===== src/rtl/axi_dma_pkg.sv =====
// Shared types and helpers for the DMA AXI command path.
// Used by the read-command generator and its burst calculator.
package axi_dma_pkg;

    localparam logic [1:0] AXI_BURST_INCR = 2'b01;
    localparam int         PAGE_BYTES     = 4096;

    typedef enum logic [1:0] {
        IDLE  = 2'd0,
        CALC  = 2'd1,
        ADDR  = 2'd2,
        DRAIN = 2'd3
    } rd_cmd_state_t;

    function automatic int clog2(input int value);
        int r;
        r = 0;
        for (int i = 0; i < 31; i++) begin
            if ((1 << i) < value) begin
                r = i + 1;
            end
        end
        return r;
    endfunction

    function automatic logic [2:0] size_from_bytes(input int bytes);
        return 3'(clog2(bytes));
    endfunction

endpackage


===== src/rtl/rd_burst_calc.sv =====
// Combinational burst-length limiter: min of remaining beats,
// MAX_BURST and the beats left before the next 4 KB page.
module rd_burst_calc
    import axi_dma_pkg::*;
#(
    parameter int ADDR_WIDTH = 32,
    parameter int DATA_WIDTH = 32,
    parameter int LEN_WIDTH  = 20,
    parameter int MAX_BURST  = 256
) (
    input  logic [ADDR_WIDTH-1:0] addr,
    input  logic [LEN_WIDTH-1:0]  remaining,
    output logic [LEN_WIDTH-1:0]  blen
);

    localparam int BYTES = DATA_WIDTH / 8;
    localparam int SHIFT = clog2(BYTES);
    localparam int CW    = (LEN_WIDTH > 14) ? LEN_WIDTH : 14;

    logic [12:0]   page_bytes;
    logic [12:0]   page_beats;
    logic [CW-1:0] rem_w;
    logic [CW-1:0] max_w;
    logic [CW-1:0] page_w;
    logic [CW-1:0] min_a;
    logic [CW-1:0] min_b;

    // Min-of-three in a common width wide enough for every operand.
    always_comb begin
        page_bytes = 13'(PAGE_BYTES) - {1'b0, addr[11:0]};
        page_beats = page_bytes >> SHIFT;
        rem_w      = CW'(remaining);
        max_w      = CW'(MAX_BURST);
        page_w     = CW'(page_beats);
        min_a      = (rem_w < max_w) ? rem_w : max_w;
        min_b      = (min_a < page_w) ? min_a : page_w;
        blen       = LEN_WIDTH'(min_b);
    end

endmodule


===== src/rtl/axi_rd_cmd_gen.sv =====
// AXI4 read-address command generator: splits a DMA read into
// page-safe INCR bursts and throttles them by outstanding count.
module axi_rd_cmd_gen
    import axi_dma_pkg::*;
#(
    parameter int ADDR_WIDTH      = 32,
    parameter int DATA_WIDTH      = 32,
    parameter int LEN_WIDTH       = 20,
    parameter int MAX_BURST       = 256,
    parameter int MAX_OUTSTANDING = 8
) (
    input  logic                  clk,
    input  logic                  rst,
    input  logic                  start,
    input  logic [ADDR_WIDTH-1:0] src_addr,
    input  logic [LEN_WIDTH-1:0]  num_beats,
    output logic                  busy,
    output logic                  done,
    input  logic                  burst_done,
    output logic [ADDR_WIDTH-1:0] M_AXI_ARADDR,
    output logic [7:0]            M_AXI_ARLEN,
    output logic [2:0]            M_AXI_ARSIZE,
    output logic [1:0]            M_AXI_ARBURST,
    output logic                  M_AXI_ARVALID,
    input  logic                  M_AXI_ARREADY
);

    localparam int BYTES = DATA_WIDTH / 8;
    localparam int SHIFT = clog2(BYTES);
    localparam int OW    = clog2(MAX_OUTSTANDING + 1);

    localparam logic [OW-1:0]         OUT_MAX    = OW'(MAX_OUTSTANDING);
    localparam logic [ADDR_WIDTH-1:0] ALIGN_MASK = ADDR_WIDTH'(BYTES - 1);
    localparam logic [LEN_WIDTH-1:0]  LEN_ONE    = LEN_WIDTH'(1);

    if (MAX_BURST < 1 || MAX_BURST > 256) begin : g_bad_max_burst
        $error("axi_rd_cmd_gen: MAX_BURST must be 1..256");
    end

    if (BYTES < 1 || BYTES > 128 || (BYTES & (BYTES - 1)) != 0) begin : g_bad_bytes
        $error("axi_rd_cmd_gen: DATA_WIDTH/8 must be a power of two, 1..128");
    end

    rd_cmd_state_t         state_q;
    logic [ADDR_WIDTH-1:0] addr_q;
    logic [LEN_WIDTH-1:0]  remaining_q;
    logic [LEN_WIDTH-1:0]  blen_q;
    logic [LEN_WIDTH-1:0]  blen;
    logic [OW-1:0]         outstanding_q;
    logic                  ar_hs;
    logic                  bd_take;

    assign M_AXI_ARSIZE  = size_from_bytes(BYTES);
    assign M_AXI_ARBURST = AXI_BURST_INCR;

    assign ar_hs   = M_AXI_ARVALID & M_AXI_ARREADY;
    assign bd_take = burst_done & (outstanding_q != '0);

    rd_burst_calc #(
        .ADDR_WIDTH (ADDR_WIDTH),
        .DATA_WIDTH (DATA_WIDTH),
        .LEN_WIDTH  (LEN_WIDTH),
        .MAX_BURST  (MAX_BURST)
    ) u_calc (
        .addr      (addr_q),
        .remaining (remaining_q),
        .blen      (blen)
    );

    // Track accepted-but-uncompleted bursts; completions at zero are dropped.
    always_ff @(posedge clk) begin
        if (rst) begin
            outstanding_q <= '0;
        end else if (ar_hs && !bd_take) begin
            outstanding_q <= outstanding_q + OW'(1);
        end else if (!ar_hs && bd_take) begin
            outstanding_q <= outstanding_q - OW'(1);
        end
    end

    // Command FSM: latch request, size each burst, hold AR until accepted.
    always_ff @(posedge clk) begin
        if (rst) begin
            state_q       <= IDLE;
            addr_q        <= '0;
            remaining_q   <= '0;
            blen_q        <= '0;
            busy          <= 1'b0;
            done          <= 1'b0;
            M_AXI_ARADDR  <= '0;
            M_AXI_ARLEN   <= '0;
            M_AXI_ARVALID <= 1'b0;
        end else begin
            done <= 1'b0;
            unique case (state_q)
                IDLE: begin
                    if (start) begin
                        if (num_beats == '0) begin
                            done <= 1'b1;
                        end else begin
                            addr_q      <= src_addr & ~ALIGN_MASK;
                            remaining_q <= num_beats;
                            busy        <= 1'b1;
                            state_q     <= CALC;
                        end
                    end
                end
                CALC: begin
                    M_AXI_ARADDR <= addr_q;
                    M_AXI_ARLEN  <= 8'(blen - LEN_ONE);
                    blen_q       <= blen;
                    if (outstanding_q < OUT_MAX) begin
                        M_AXI_ARVALID <= 1'b1;
                        state_q       <= ADDR;
                    end
                end
                ADDR: begin
                    if (M_AXI_ARREADY) begin
                        M_AXI_ARVALID <= 1'b0;
                        addr_q        <= addr_q + (ADDR_WIDTH'(blen_q) << SHIFT);
                        remaining_q   <= remaining_q - blen_q;
                        if (remaining_q == blen_q) begin
                            state_q <= DRAIN;
                        end else begin
                            state_q <= CALC;
                        end
                    end
                end
                DRAIN: begin
                    if (outstanding_q == '0) begin
                        done    <= 1'b1;
                        busy    <= 1'b0;
                        state_q <= IDLE;
                    end
                end
                default: begin
                    state_q <= IDLE;
                end
            endcase
        end
    end

endmodule


===== config.mk =====
export PLATFORM = sky130hd
export DESIGN_NAME = axi_rd_cmd_gen
export DESIGN_NICKNAME = d
export VERILOG_FILES = /design/src/rtl/axi_dma_pkg.sv /design/src/rtl/rd_burst_calc.sv /design/src/rtl/axi_rd_cmd_gen.sv
export SDC_FILE = /design/constraint.sdc
export NUM_CORES = 1
export LEC_CHECK = 0
export CELL_PAD_IN_SITES_DETAIL_PLACEMENT = 0
export CELL_PAD_IN_SITES_GLOBAL_PLACEMENT = 1
export CORE_ASPECT_RATIO = 1.75
export CORE_UTILIZATION = 45
export CTS_CLUSTER_DIAMETER = 120
export CTS_CLUSTER_SIZE = 12
export DETAILED_ROUTE_END_ITERATION = 6
export PLACE_DENSITY = 0.9
export SETUP_SLACK_MARGIN = 0.05
export SLEW_MARGIN = 20
export SYNTH_ARGS = -nofsm -noshare
export SYNTH_HDL_FRONTEND = slang
export SYNTH_HIERARCHICAL = 1
export SYNTH_SLANG_ARGS = --single-unit

===== constraint.sdc =====
create_clock -name clk -period 8.05 [get_ports clk]
set_input_delay 0.805 -clock clk [delete_from_list [all_inputs] [get_ports clk]]
set_output_delay 0.805 -clock clk [all_outputs]
set_load 0.01 [all_outputs]

# Yosys cells after proc, flatten, opt, wreduce, memory -nomap -nowiden
# Index checks and enable logic that the tools add are counted.
[classes] n_addsub=6 n_mul=0 n_reduce_logical=16 bitwise_logic=2 n_div=0 n_mux=30 shifts=0 eq_ne=9 n_lt_le_gt_ge=3
[op_table] cell="$mux W20" count=5
[op_table] cell="$mux W32" count=3
[op_table] cell="$pmux W32 S2" count=1
[op_table] cell="$pmux W20 S2" count=1
[op_table] cell="$add A32 B22 Y32" count=1
[op_table] cell="$eq A20 B20 Y1" count=1
[op_table] cell="$logic_not A20 Y1" count=1
[op_table] cell="$lt A20 B11 Y1" count=1
[op_table] cell="$lt A20 B9 Y1 const B" count=1
[op_table] cell="$sub A20 B20 Y20" count=1
[op_table] cell="$sub A13 B12 Y13 const A" count=1
[op_table] cell="$mux W2" count=6
[op_table] cell="$ne A2 B2 Y1 const B" count=5
[op_table] cell="$mux W1" count=8
[op_table] cell="$mux W4" count=2
[op_table] cell="$pmux W2 S4" count=1
[op_table] cell="$reduce_and A4 Y1" count=2
[op_table] cell="$reduce_bool A2 Y1" count=4
[op_table] cell="$sub A8 B1 Y8 const B" count=1
[op_table] cell="$pmux W1 S2" count=3
[op_table] cell="$reduce_and A5 Y1" count=1
[op_table] cell="$add A4 B1 Y4 const B" count=1
[op_table] cell="$eq A2 B2 Y1 const B" count=2
[op_table] cell="$logic_not A4 Y1" count=1
[op_table] cell="other kinds (9)" count=12
[totals] latch_bits=0 in_bits=57 out_inout_bits=48 mem_bits_ro=0 memories=0 regBits=121 ramBits=0

# Depth between registers and ports, before layout
# Gate-level depths: netlist of the first run.
[depth] ltp_word=5 depth_mapped=18 mapped_depth_nobuf=16

# Modules after synthesis
# The synthesis of the first run kept the hierarchy.
[by_module_without_submodules] mod="axi_rd_cmd_gen" seq_area_each_um2=2342.2 cells_per_inst=880 area_each_um2=7323.3 n_inst=1
[by_module_without_submodules] mod="rd_burst_calc" seq_area_each_um2=0.0 cells_per_inst=92 area_each_um2=666.9 n_inst=1

# Worst setup path before layout of the first run
# OpenSTA, ideal clock, no wires.
[synth_path] path_kind="reg2reg" startpoint="reg addr_q[3]" endpoint="reg M_AXI_ARLEN[4]" slack_ns=4.467 setup_ns=0.086 required_time_ns=7.964 path_stages_with_launch=18 arrival_ns=3.498 path_cell_list="dfxtp_1 > nor4_4 > nand2_2 > or3_2 > xnor2_1 > ha_1 > nand3_1 > nor2_1 > o2111ai_1 > o21ai_1 > buf_4 > mux2i_1 > inv_1 > ha_1 > nor2b_1 > nor2b_1 > xnor2_1 > a211oi_1"
[synth_between] elab_chain_len=4
[synth_rtl] element="start: declaration" line="axi_rd_cmd_gen.sv:45" text="logic [ADDR_WIDTH-1:0] addr_q;"
[synth_rtl] element="start signal: assignment" line="axi_rd_cmd_gen.sv:101" text="addr_q <= src_addr & ~ALIGN_MASK;"
[synth_rtl] element="start signal: assignment" line="axi_rd_cmd_gen.sv:120" text="addr_q <= addr_q + (ADDR_WIDTH'(blen_q) << SHIFT);"
[synth_rtl] element="$sub A13 B12 Y13" line="rd_burst_calc.sv:30" text="page_bytes = 13'(PAGE_BYTES) - {1'b0, addr[11:0]};"
[synth_rtl] element="$lt A20 B11 Y1" line="rd_burst_calc.sv:36" text="min_b = (min_a < page_w) ? min_a : page_w;"
[synth_rtl] element="$mux W20" line="rd_burst_calc.sv:36"
[synth_rtl] element="via blen[0]" line="axi_rd_cmd_gen.sv:48" text="logic [LEN_WIDTH-1:0] blen;"
[synth_rtl] element="$sub A8 B1 Y8" line="axi_rd_cmd_gen.sv:110" text="M_AXI_ARLEN <= 8'(blen - LEN_ONE);"
[synth_rtl] element="end signal: assignment" line="axi_rd_cmd_gen.sv:110"
[synth_rtl] element="end: declaration" line="axi_rd_cmd_gen.sv:21" text="output logic [7:0] M_AXI_ARLEN,"
# The timed path passes the listed nets, and every way through them passes these cells.
# A chain may end at the register's enable or synchronous reset.

# Final worst setup path of the first run
# Ends and elaborated chain as after synthesis.

==> impl_metrics.toml, run 1 <==
[floorplan]
dieWidth_um = 103
rows = 64
coreArea_um2 = 17500
die_h_um = 178
ios = 105
dieArea_um2 = 18300
start_util_pct = 45.8

[global_routing]
grt_start_max_net_pins = 92
grt_pass1_wl_um = 35800
antenna_found_initial = 0
overflow = 0
gr-usage-all-layers_pct = 25.8
grt_pass1_vias = 7184

[cells_and_area]
final_cell_mix = "128 x nor2_1, 117 x dfxtp_1, 94 x clkdlybuf4s50_1, 70 x mux2i_1, 65 x a21oi_1"
antenna_cells = 0
n_fill_cell = 1690
fin_nets = 1166
fin_area_um2 = 9660
instances_no_fill = 1291
drive_above_1_share_pct = 6.42
final_util_pct = 55.3
mostFrequentLayoutCell = "nor2_1"
area_growth_pct = 20.9

[clocking]
cts_made_buffers = 17
clock-sinks = 117
clkTransAtPathRegs_ns = 0.06
cts.repair.resized = 0
root_buffer = "clkbuf_16"
cts_tree = "yes"
worstSkewPairLatency_ns = 0.42
htreeDepth = 4
clk_path_buf_depth = 2
postCtsSetupBuffers = 0
hold_buffers = 0

[drt]
avgRoutedWirePerCell_um = 17.6
vias_per_cell = 5.70
drt_pass1_iterations = 5
totalWireLength_um = 22700
drtIter0Drc = 332
num_vias = 7355
detail-route-antenna-nets = 0
drc = 0

[placement]
placed_area_um2 = 9030
portBuffers = 95
gp_congestion = 0.898
placed_cells_incl_taps = 1260
dpl_worst_slack_ns = 3.39
hpwl_um = 16800

[power_and_ir_drop]
powerDensity_nw_per_um2 = 431
power_leakage_nw = 3.87
finalPower_mw = 4.16
ir_worst_vdd_v = 0.000308

[sta]
setup_viol = 0
slew_headroom_pct = 31.2
hold_slack_ns = 0.477
timing.final.ws_setup_ns = 3.72
slew_viol_final = 0
finalHoldViolations = 0
fin_setup_tns_ns = 0
rsz0062_at_grt = "false"
clock.fmax_ghz = 0.231
worstMarginPinSlew_ns = 1.03
skew_ns = 0.0120
fin_crit_ns = 4.33
period_share_pct = 53.8

[logic_synthesis]
synth_cells = 972
ys_ff_latch = 117
ys_warn_count = 6
syn_area_per_cell_um2 = 8.22
async_flop_share_pct = 0
synth_flop_cell = "dfxtp_1"
syn-cell-area_um2 = 7990
synth_edf_count = 0
ys_types = 75
ys_seq_area_share_pct = 29.3

[run]
max_cap_violations = 0

[min_path]
hold_path_class = "reg -> reg"
holdPathStages = 2
hold_start = "M_AXI_ARLEN[1]$_SDFFE_PP0P_"

[worst_setup_path]
crit_end = "M_AXI_ARLEN[4]$_SDFFE_PP0P_"
critPathKind = "reg -> reg"
cp_max_fo = 11
rr_endpoint = "M_AXI_ARLEN[4]$_SDFFE_PP0P_"
cp-startpoint = "addr_q[3]$_SDFFE_PP0P_"
worstSetupEndpointType = "flip-flop"
cp_cell_sequence = "nor4_4 -> nand2_2 -> or3_2 -> xnor2_1 -> ha_1 -> nand3_1 -> nor2_1 -> o2111ai_1 -> o21ai_2 -> mux2i_1 -> inv_1 -> ha_1 -> nor2b_1 -> nor2b_1 -> xnor2_1 -> a211oi_1"
required_ns = 8.37
cp-start-kind = "flip-flop"
r2r_start = "addr_q[3]$_SDFFE_PP0P_"
crit_arrival_ns = 4.65
cp_slowest_cell = "o21ai_2"
rrSetupSlack_ns = 3.72
ff2ff_path_depth = 16
slowest_delay_ns = 0.55

[outcome]
outcome = "finished clean"
power breakdown:
part	total [mW]	switching (mW)	leakage [nW]	internal, mW
Sequential	0.998	0.220	0.960	0.777
Combinational	2.35	1.35	2.62	0.997
Clock	0.817	0.297	0.292	0.520
Total	4.16	1.87	3.87	2.29
cell type report:
cell class                 count  area, um^2  area share (%)
tap                          231         289            2.99
timing repair buffer         101         993            10.3
clock buffer                  17         425            4.40
multi-input combinational    766        5240            54.2
clock inverter                14         203            2.10
sequential                   117        2340            24.2
inverter                      45         169            1.75
flip-flops by register name, summed over array words and instances, names as in the netlist:
| name | count |
|---|---|
| M_AXI_ARADDR | 30 |
| addr_q | 30 |
| outstanding_q | 4 |
| M_AXI_ARLEN | 8 |
| remaining_q | 20 |
| busy | 1 |
| blen_q | 20 |
| M_AXI_ARVALID | 1 |
| done | 1 |
| state_q | 2 |
worst min-delay path by stage:
stage	endpoint	slack, ns
final	M_AXI_ARLEN[1]$_SDFFE_PP0P_	0.48
after global routing	M_AXI_ARLEN[5]$_SDFFE_PP0P_	0.51
after CTS	M_AXI_ARLEN[1]$_SDFFE_PP0P_	0.48
after detailed placement	M_AXI_ARLEN[1]$_SDFFE_PP0P_	0.47
after global placement	M_AXI_ARADDR[10]$_SDFFE_PP0P_	0.47
after floorplan	remaining_q[9]$_SDFFE_PP0P_	0.45
critical path: cells and delay by family, from the launching register on:
kind                       cells  cell delay, ns
adders and majority gates      2            0.53
muxes                          1            0.39
DFF                            1            0.40
and+or+nand+nor                7            1.56
AOI/OAI and AO/OA              3            0.90
xor gates and xnor gates       2            0.31
buffers and inverters          1            0.14
cells in the mapped netlist, types with 8 or more instances:
library cell    n  area share [%]
a21oi_1        65             4.1
o21ai_0        45             2.8
or3_1           8            0.63
ha_1           58             9.1
dfxtp_1       117              29
clkbuf_1       28             1.3
mux2i_1        70             8.8
nand2_1        57             2.7
a31oi_1        14             1.1
nor3_1         21             1.3
xor2_1         17             1.9
nand3_1        18             1.1
xnor2_1        28             3.1
a21o_1         19             1.8
buf_4          20             1.9
nor4b_1         8            0.88
a211oi_1       43             4.0
nor2_1        128             6.0
nor4_1         11            0.86
and3_1         13             1.0
inv_1          43             2.0
metal layers:
metal / wire length (um) / up-vias / GRT usage, %
li1: - / 3629 / -
met1: 8820 / 3416 / 27.8
met2: 11900 / 248 / 47.3
met3: 1090 / 62 / 4.43
met4: 892 / 0 / 12.6
met5: 0 / - / 0
cells by family after synthesis:
group / share of synthesized area [%]
AND/OR/NAND/NOR: 19.1
AO/OA/AOI/OAI: 21.1
flip-flops: 29.3
other: 0.141
buffers and inverters: 6.50
multiplexers: 9.05
adder cells (fa/ha/maj): 9.83
XOR/XNOR: 4.93
(Power assumes the default switching activity.)
==> run 2, diff against run 1 <==
--- a/config.mk
+++ b/config.mk
@@ -8,11 +8,11 @@
 export CELL_PAD_IN_SITES_DETAIL_PLACEMENT = 0
 export CELL_PAD_IN_SITES_GLOBAL_PLACEMENT = 1
 export CORE_ASPECT_RATIO = 1.75
-export CORE_UTILIZATION = 45
+export CORE_UTILIZATION = 38
 export CTS_CLUSTER_DIAMETER = 120
 export CTS_CLUSTER_SIZE = 12
 export DETAILED_ROUTE_END_ITERATION = 6
-export PLACE_DENSITY = 0.9
+export PLACE_DENSITY = 0.81
 export SETUP_SLACK_MARGIN = 0.05
 export SLEW_MARGIN = 20
 export SYNTH_ARGS = -nofsm -noshare
==> constraint.sdc (replaced) <==
create_clock -name clk -period 3.6 [get_ports clk]
set_input_delay 0.36 -clock clk [delete_from_list [all_inputs] [get_ports clk]]
set_output_delay 0.36 -clock clk [all_outputs]
set_load 0.01 [all_outputs]
==> impl_metrics.toml, run 2 (synthesis gave the netlist of run 1 again) <==
[outcome]
outcome = "finished, violations left"
violations = "design-rule violations, negative setup slack"

[worst_setup_path]
crit_arrival_ns = 3.98
cp-start-kind = "flip-flop"
ff2ff_path_depth = 18
critPathKind = "reg -> reg"
required_ns = 3.93
worstSetupEndpointType = "flip-flop"
cp_max_fo = 3

[global_routing]
gr-usage-all-layers_pct = 22.5
overflow = 0
grt_start_max_net_pins = 85
antenna_found_initial = 0
grt_pass1_wl_um = 38300
grt_pass1_vias = 7296

[sta]
worstMarginPinSlew_ns = 0.686
fin_crit_ns = 3.65
setup_viol = 2
skew_ns = 0.00780
slew_headroom_pct = 53.8
timing.final.ws_setup_ns = -0.0500
slew_viol_final = 0
clock.fmax_ghz = 0.274
finalHoldViolations = 0
period_share_pct = 101
rsz0062_at_grt = "true"

[placement]
portBuffers = 95
hpwl_um = 18000
dpl_worst_slack_ns = -0.129
placed_cells_incl_taps = 1306
gp_congestion = 0.905
placed_area_um2 = 9320

[cells_and_area]
fin_area_um2 = 10200
top_regs = "M_AXI_ARADDR: 30 flops, addr_q: 30 flops"
mostFrequentLayoutCell = "nor2_1"
area_growth_pct = 27.5
drive_above_1_share_pct = 11.9
final_util_pct = 49.8
instances_no_fill = 1346
fin_nets = 1204
final_cell_mix = "127 x nor2_1, 116 x dfxtp_1, 94 x clkdlybuf4s50_1, 65 x mux2i_1, 63 x a21oi_1"
antenna_cells = 0
n_fill_cell = 1954

[floorplan]
coreArea_um2 = 20500
die_h_um = 194
ios = 105
start_util_pct = 39.1
rows = 69
dieWidth_um = 112
dieArea_um2 = 21600

[min_path]
holdPathStages = 2
hold_path_class = "in -> reg"

[clocking]
clock-sinks = 117
htreeDepth = 4
root_buffer = "clkbuf_16"
worstSkewPairLatency_ns = 0.42
cts_made_buffers = 17
clkTransAtPathRegs_ns = 0.06
clk_path_buf_depth = 2
cts_tree = "yes"

[run]
max_cap_violations = 0

[power_and_ir_drop]
finalPower_mw = 9.78
powerDensity_nw_per_um2 = 960
power_leakage_nw = 4.09
ir_worst_vdd_v = 0.000577

[drt]
drtIter0Drc = 424
avgRoutedWirePerCell_um = 18.1
totalWireLength_um = 24300
detail-route-antenna-nets = 0
vias_per_cell = 5.56
num_vias = 7488
drt_pass1_iterations = 7
drc = 6
## run 2: power breakdown
part | switching, mW | internal (mW) | leakage [nW]
Combinational | 3.31 | 2.63 | 2.86
Clock | 0.608 | 1.05 | 0.276
Sequential | 0.448 | 1.74 | 0.960
Total | 4.36 | 5.42 | 4.09
## run 2: final cells by class
class / count / area, um^2 / share of cell area [%]
multi-input combinational: 766 / 5470 / 53.7
sequential: 117 / 2340 / 23.0
timing repair buffer: 139 / 1330 / 13.0
clock buffer: 22 / 464 / 4.56
tap: 248 / 310 / 3.05
inverter: 45 / 169 / 1.66
clock inverter: 9 / 104 / 1.02
## run 2: worst paths after layout
kind                                              startpoint                            end  slack (ns)
worst max-delay path                  addr_q[2]$_SDFFE_PP0P_    M_AXI_ARLEN[4]$_SDFFE_PP0P_       -0.05
worst min-delay path                                     rst  M_AXI_ARADDR[18]$_SDFFE_PP0P_        0.35
worst max register to register        addr_q[2]$_SDFFE_PP0P_    M_AXI_ARLEN[4]$_SDFFE_PP0P_       -0.05
worst min register to register  M_AXI_ARADDR[8]$_SDFFE_PP0P_   M_AXI_ARADDR[8]$_SDFFE_PP0P_        0.49
## run 2: worst max-delay path, stage by stage (launching register included)
cell and delay [ns]:
dfxtp_2 0.33, nor4_4 0.34, nand2_2 0.13, buf_6 0.14, or3_4 0.40, xnor2_4 0.17, ha_4 0.28, nand3_4 0.09
nor2_4 0.13, o2111ai_2 0.11, o21ai_2 0.21, buf_6 0.16, buf_4 0.14, mux2i_4 0.26, buf_4 0.18, nor2b_4 0.05
nor2b_4 0.12, xnor2_1 0.11, a211oi_1 0.22
## run 2: through the flow
step           hold slack (ns)  setup TNS [ns]
2_1_floorplan            0.454               0
3_5_place_dp             0.479          -0.340
5_1_grt                  0.356          -0.897
4_1_cts                  0.350               0
6_report                 0.348         -0.0755
3_3_place_gp             0.470         -0.0872
## run 2: repair_timing
action	in CTS	in global routing
buffers inserted	5	4
endpoints found under the setup margin	5	6
gates resized for setup	12	29
hold buffers	0	0
pin swaps	9	18
## run 2: layer usage
metal,track usage [%],up-vias,share of wire [%]
li1,-,3709,-
met1,25.2,3516,39
met2,40.4,206,52
met3,3.66,57,3.3
met4,12.2,0,5.0
met5,0,-,0
